$ cat config.mk
export PLATFORM = sky130hd
export DESIGN_NAME = ext_mem_bridge
export DESIGN_NICKNAME = d
export VERILOG_FILES = /design/src/rtl/mem_bus_pkg.sv /design/src/rtl/ext_bus_timer.sv /design/src/rtl/ext_mem_bridge.sv
export SDC_FILE = /design/constraint.sdc
export NUM_CORES = 1
export LEC_CHECK = 0
export ABC_AREA = 0
export CAP_MARGIN = 20
export CORE_UTILIZATION = 38
export CTS_CLUSTER_DIAMETER = 200
export DETAILED_ROUTE_END_ITERATION = 6
export PLACE_DENSITY = 0.84
export SYNTH_ARGS = -nofsm -noshare
export SYNTH_HDL_FRONTEND = slang
export SYNTH_SLANG_ARGS = --single-unit
$ cat constraint.sdc
create_clock -name CLK -period 1.4 [get_ports CLK]
set_input_delay 0.14 -clock CLK [delete_from_list [all_inputs] [get_ports CLK]]
set_output_delay 0.14 -clock CLK [all_outputs]
set_load 0.03 [all_outputs]
$ cat src/rtl/mem_bus_pkg.sv
// Shared types and constants for the external memory bridge.
// The internal window limits are kept here so the address decoder and bridge agree.
package mem_bus_pkg;

  typedef enum logic [2:0] {
    IDLE,
    REQ,
    RELEASE,
    DONE,
    ERR
  } state_t;

  localparam logic [31:0] INT_LO    = 32'h0000_0D40;
  localparam logic [31:0] INT_HI    = 32'h0000_113F;
  localparam logic [31:0] ERR_RDATA = 32'h0000_0000;

  function automatic logic in_int_window(input logic [31:0] addr);
    return (addr >= INT_LO) && (addr <= INT_HI);
  endfunction

endpackage

$ cat src/rtl/ext_bus_timer.sv
// Saturating wait counter; expired is high once TIMEOUT-1 cycles have been counted.
// Latency: count visible the cycle after clr/en; expired is combinational from count.
// Backpressure: none, saturates at TIMEOUT-1 and holds until cleared.
module ext_bus_timer #(
  parameter int TIMEOUT = 16
) (
  input  logic clk,
  input  logic rst_n,
  input  logic clr,
  input  logic en,
  output logic expired
);

  localparam int CW = (TIMEOUT > 2) ? $clog2(TIMEOUT) : 1;

  logic [CW-1:0] count;

  assign expired = (count == CW'(TIMEOUT - 1));

  always_ff @(posedge clk) begin
    if (!rst_n) begin
      count <= '0;
    end else if (clr) begin
      count <= '0;
    end else if (en && !expired) begin
      count <= count + CW'(1);
    end
  end

endmodule

$ cat src/rtl/ext_mem_bridge.sv
// Turns CPU loads/stores outside the internal window into four-phase req/ack bus cycles.
// Latency: with a one-cycle responder, Stall is high 5 cycles and drops in the DONE cycle.
// Backpressure: Stall holds the pipeline until the handshake completes or times out.
module ext_mem_bridge
  import mem_bus_pkg::*;
#(
  parameter int ADDR_W  = 32,
  parameter int DATA_W  = 32,
  parameter int TIMEOUT = 16
) (
  input  logic              CLK,
  input  logic              RST,
  input  logic [ADDR_W-1:0] Address,
  input  logic              CS,
  input  logic              RE,
  input  logic              WE,
  input  logic [DATA_W-1:0] WriteData,
  output logic [DATA_W-1:0] ReadData,
  output logic              Stall,
  output logic              BusErr,
  output logic [ADDR_W-1:0] ExtAddr,
  output logic [DATA_W-1:0] ExtWData,
  output logic              ExtWE,
  output logic              ExtReq,
  input  logic              ExtAck,
  input  logic [DATA_W-1:0] ExtRData
);

  state_t state, next_state;
  logic   accept;
  logic   stall_fsm;
  logic   tmr_clr, tmr_en, tmr_exp;

  assign accept = CS & (RE | WE);

  always_comb begin
    next_state = state;
    stall_fsm  = 1'b0;
    ExtReq     = 1'b0;
    BusErr     = 1'b0;
    case (state)
      IDLE: begin
        // A stale ack from a previous cycle must clear before a new request starts.
        stall_fsm = accept;
        if (accept && !ExtAck) next_state = REQ;
      end
      REQ: begin
        ExtReq    = 1'b1;
        stall_fsm = 1'b1;
        if (ExtAck)       next_state = RELEASE;
        else if (tmr_exp) next_state = ERR;
      end
      RELEASE: begin
        stall_fsm = 1'b1;
        if (!ExtAck)      next_state = DONE;
        else if (tmr_exp) next_state = ERR;
      end
      DONE: begin
        next_state = IDLE;
      end
      ERR: begin
        BusErr     = 1'b1;
        next_state = IDLE;
      end
      default: next_state = IDLE;
    endcase
  end

  // Held-low reset releases the pipeline even if the CPU keeps its request up.
  assign Stall = RST & stall_fsm;

  assign tmr_en  = (state == REQ) || (state == RELEASE);
  assign tmr_clr = (next_state != state) &&
                   ((next_state == REQ) || (next_state == RELEASE));

  ext_bus_timer #(
    .TIMEOUT(TIMEOUT)
  ) u_timer (
    .clk    (CLK),
    .rst_n  (RST),
    .clr    (tmr_clr),
    .en     (tmr_en),
    .expired(tmr_exp)
  );

  always_ff @(posedge CLK) begin
    if (!RST) begin
      state    <= IDLE;
      ExtAddr  <= '0;
      ExtWData <= '0;
      ExtWE    <= 1'b0;
      ReadData <= '0;
    end else begin
      state <= next_state;
      if (state == IDLE && next_state == REQ) begin
        ExtAddr  <= Address;
        ExtWData <= WriteData;
        ExtWE    <= WE;
      end
      if (state == REQ && next_state == RELEASE && !ExtWE) begin
        ReadData <= ExtRData;
      end
      if (next_state == ERR) begin
        ReadData <= DATA_W'(ERR_RDATA);
      end
    end
  end

endmodule
* Yosys cells after proc, flatten, opt, wreduce, memory -nomap -nowiden
Cells that the tools add are included.
** Cells by class
- $add $sub $neg :: 1
- Eq/ne operators :: 8
- Mux-type cells :: 8
- Bitwise logic cells :: 4
- Reductions and logical operators :: 15
** Operators by type and width (count)
- 3-bit two-way mux :: 4
- 3-bit one-hot mux with 3 select lines :: 1
- 3-bit by 1-bit == test with 1-bit output, second input constant :: 2
- 3-bit by 2-bit == test with 1-bit output, second input constant :: 2
- 3-bit == test, second input constant :: 2
- 1-bit logical AND :: 6
- 2-bit OR reduction :: 3
- 4-bit by 1-bit adder with 4-bit output, second input constant :: 1
- 4-bit == test, second input constant :: 1
- 1-bit zero test :: 3
- 3-bit zero test :: 1
- 3-bit inequality test :: 1
- 1-bit bitwise AND :: 2
- 1-bit logical OR :: 2
- 1-bit two-way mux :: 2
- 1-bit one-hot mux with 2 select lines :: 1
- 1-bit NOT :: 1
- 1-bit bitwise OR :: 1
** Storage, ports and cells
- Register bits :: 104
- Output and inout bits :: 100

* Depth between registers and ports, before layout
- Word-level depth :: 9
- Mapped depth :: 6
- Gate-level depth less buffers :: 4

* Hierarchy
Synthesis repeated with hierarchy kept, for this count alone.
** Second synthesis, totals
- Cells, all modules :: 440
- Area total of the unflattened synthesis :: 4080.2 sq um
** By module, submodules not included
- ext_mem_bridge :: times used 1, cells an instance 418, area each 3882.5 sq um
- ext_bus_timer :: times used 1, cells an instance 22, area each 197.7 sq um

* Worst setup path before layout
OpenSTA, ideal clock, no wires.
- Path kind :: register -> register
- Start point :: reg state[1]
- End point :: reg ReadData[10]
- Library setup time :: 147 ps
- Arrival :: 1397 ps
- Required time :: 1253 ps
- Slack :: -143 ps
- Cell stages (with the launch flop) :: 6
- Clock period less this slack :: 1543 ps
- Cells stage by stage :: dfxtp_1 > buf_6 > or3b_4 > a211oi_4 > buf_6 > a211oi_2
** Between the ends
- Cells in the longest elaborated chain, start to end :: 6
- Elaborated cells on any way between the ends :: 13
** Ends and longest elaborated chain
- start, declared :: line ext_mem_bridge.sv:29 : state_t state, next_state;
- start signal, assigned :: line ext_mem_bridge.sv:94 : state <= next_state;
- 3-bit two-way mux :: line ext_mem_bridge.sv:51, ext_mem_bridge.sv:56
- 3-bit two-way mux (on tied branches) :: line ext_mem_bridge.sv:55, ext_mem_bridge.sv:50
- 3-bit one-hot mux with 3 select lines :: line ext_mem_bridge.sv:41 : case (state)
- 3-bit by 2-bit == test with 1-bit output :: line ext_mem_bridge.sv:100 : if (state == REQ && next_state == RELEASE && !ExtWE) begin
- 1-bit logical AND (2 in series) :: line ext_mem_bridge.sv:100
- end signal, assigned :: line ext_mem_bridge.sv:101 : ReadData <= ExtRData;
- end signal, assigned :: line ext_mem_bridge.sv:104 : ReadData <= DATA_W'(ERR_RDATA);
- end, declared :: line ext_mem_bridge.sv:18 : output logic [DATA_W-1:0] ReadData,
Several ways; a longest one is shown, not always the timed one.
A chain may end at the register's enable or synchronous reset.

* Worst setup path after layout
- Start point :: reg state[1]
- End point :: reg ExtWData[2]
** Between the ends
- Cells in the longest elaborated chain, start to end :: 5
- Elaborated cells on any way between the ends :: 10
** Ends and longest elaborated chain
- 3-bit two-way mux :: line ext_mem_bridge.sv:51, ext_mem_bridge.sv:56
- 3-bit two-way mux (on tied branches) :: line ext_mem_bridge.sv:55, ext_mem_bridge.sv:50
- 3-bit one-hot mux with 3 select lines :: line ext_mem_bridge.sv:41
- 3-bit by 1-bit == test with 1-bit output :: line ext_mem_bridge.sv:95 : if (state == IDLE && next_state == REQ) begin
- 1-bit logical AND (*) :: line ext_mem_bridge.sv:95
- end signal, assigned :: line ext_mem_bridge.sv:97 : ExtWData <= WriteData;
- end, declared :: line ext_mem_bridge.sv:22 : output logic [DATA_W-1:0] ExtWData,
Every way passes the cells marked *; elsewhere a longest branch is shown, timed or not.

==> impl_results.md <==
* Period utilization at 1.180
* Outcome: complete, but fails checks
* Max cap viols at 0
* Worst Hold Class: in -> reg
* N_diodes at 0
* Max Slew Vio Count at 0
* Final WS setup at -0.2516 ns
* Core area at approximately 11000 sq um
* Ratio of cells with drive above 1 in the final layout at 0.2801
* Post-route cell area at approximately 7800 sq um
* Largest net degree at the start of global routing at 55
* Fmax at between 600 and 700 MHz
* Final GP Congestion at 0.7582
* Final Setup Violations at 104
* Starting density of the core at 0.3906
* Netlist cell types at 41
* Ys flop type: dfxtp_1
* Failing checks: setup timing
* Num ports at roughly 200
* Detail Route Antenna Nets at 0
* Hold buffer count at CTS at 0
* Setup TNS at -15.77 ns
* Vias in the first global route at about 4300
* FF+latch count, synth at 104
* VDD IR max at 566.5 uV
* Chip height at roughly 110 um
* CP endpoint kind: flop
* DPL Wire Length at roughly 8.9 mm
* Clk_skew at 0.009497 ns
* CTS clk-pin slew, worst paths at approximately 0.070 ns
* Commonest non-fill, non-tap cell in the layout: clkdlybuf4s50_1
* Clk_lat worst skew at 0.34 ns
* Die area at between 10000 and 15000 sq um
* R2R cell count at 5
* PortBufs at approximately 200
* Initial antenna violation count at 0
* Root Buffer: clkbuf_16
* # H-tree levels at 3
* Post-synth EDFFs at 0
* Register area share after synthesis at 0.4668
* Vias per cell at between 5 and 6
* Dpl cell area at 6720 sq um
* # nets final at 812
* Drt pass-1 iters at 5
* TritonCTS clock tree: built
* Startpoint Class: flop
* # clock sinks at 104
* Synth warn at 0
* Global-route wire length before repair at around 21 mm
* Deepest clock path buffer count at 2
* Worst-Margin Slew at about 0.5 ns
* Fin. Hold Viols at 0
* Mean post-synth cell area at 8.886 sq um
* # rows at 39
* Syn_nets at 605
* DRC viols at 0
* DR iter-0 viols at between 300 and 400
* Critical path type: reg -> reg
* Final min period at 1.652 ns
* Total gr overflow at 0
* Finished Core Util at 0.6805
* Cells after synthesis at 502
* Final WL at 15.54 mm
* Via Count at 4802
* Hold Path Stages at 3
* Crit path required time at 1.63 ns
* Total GRT Usage at 0.2200
* Die X at 110.3 um
* Most frequent cells in the layout: clkdlybuf4s50_1 (101), dfxtp_1 (100), dlygate4sd2_1 (97), nand3_1 (94), a21oi_1 (55)
* RSZ-0062 raised after global routing: true
* CTS Buf Count at 9
* Slew Limit Headroom at 0.6659
* Cell Pwr Density at 921.2 nW/um^2
* Layout area overhead at 74.19%
* Post-Syn Area at 4461 sq um
* Crit path max fanout at 7
* Hold slack at ~0.35 ns
* Routed len/inst at 18.13 um
* CP Data Arrival Time at 1.88 ns
* Async set-reset flop share out of synthesis at 0
* Leak pwr at 0.002999 uW
==> Yosys cell counts (all sizes together), types with 2 or more instances <==
cell type  number  area (sq um)
o31ai           3         22.52
a21oi          70         350.3
or3b            2         22.52
nor3            2         10.01
o21ai          98         501.7
nand2           5         18.77
nor2b           2         12.51
or4             3         26.27
dfxtp         104          2082
nand3          98         490.5
a211oi         34         417.9
clkbuf         33         126.4
nand2b          2         12.51
inv             4         15.02
buf            26         217.7
==> kinds of logic (layout without fill, tap and decap cells) <==
family,Yosys count,count (layout),share of synthesized area
compound gates,210,210,0.2993
buf+inv,63,274,0.08050
flops,104,104,0.4668
fa+ha+maj,1,1,0.002805
xor+xnor,2,2,0.003928
simple gates,122,123,0.1467
==> metal layers <==
| metal | up-vias | track usage | part of all wire |
|---|---|---|---|
| met5 | - | 0 | 0 |
| met4 | 0 | 0.09680 | 0.028 |
| met3 | 32 | 0.04527 | 0.077 |
| met2 | 221 | 0.3811 | 0.50 |
| met1 | 2278 | 0.2615 | 0.39 |
| li1 | 2271 | - | - |
==> critical path: stages, from the launching register on <==
cell,delay (ns)
dfxtp_4,0.38
or4_4,0.65
buf_12,0.18
buf_16,0.13
o21ai_2,0.13
a21oi_2,0.06
==> path summary, 6_finish.rpt <==
| path | startpoint | to | slack (ns) |
|---|---|---|---|
| hold / removal | Address[28] | ExtAddr[28] | 0.35 |
| hold reg to reg | ExtAddr[14] | ExtAddr[14] | 0.46 |
| setup reg to reg | state[1] | ExtWData[2] | -0.25 |
| setup / recovery | state[1] | ExtWData[2] | -0.25 |
==> registers in the layout (all words and copies together), names as in the netlist <==
register       count
u_timer.count      4
state              3
ExtWE              1
ExtAddr           32
ReadData          32
ExtWData          32
==> power by group <==
part           switching, uW  total, uW  leakage [uW]  internal, uW
clock network           1170       2390      0.000130          1230
logic                    875       1630       0.00202           753
registers               73.5       3130      0.000847          3060
==> metrics by stage <==
stage,power (uW),setup WS (ns),cells
5_1_grt,7419,-0.2808,857
4_1_cts,6978,-0.1902,846
6_report,7157,-0.2516,857
2_1_floorplan,3876,-0.1235,502
3_5_place_dp,4554,-0.3915,818
3_3_place_gp,4527,-0.3672,818
==> timing repair <==
action	CTS	global route
setup buffers	8	3
pin swaps	22	31
resized for setup	188	71
setup endpoints to repair	199	105
gates cloned	5	10
==> final cells by class <==
class / count / area, sq um
fill: 849 / 3649
timing repair buffer: 254 / 2728
multi-input combinational: 336 / 2469
sequential: 104 / 2095
clock buffer: 9 / 225.2
tap: 143 / 178.9
clock inverter: 7 / 56.30
inverter: 4 / 18.77
(Power assumes the default switching activity.)
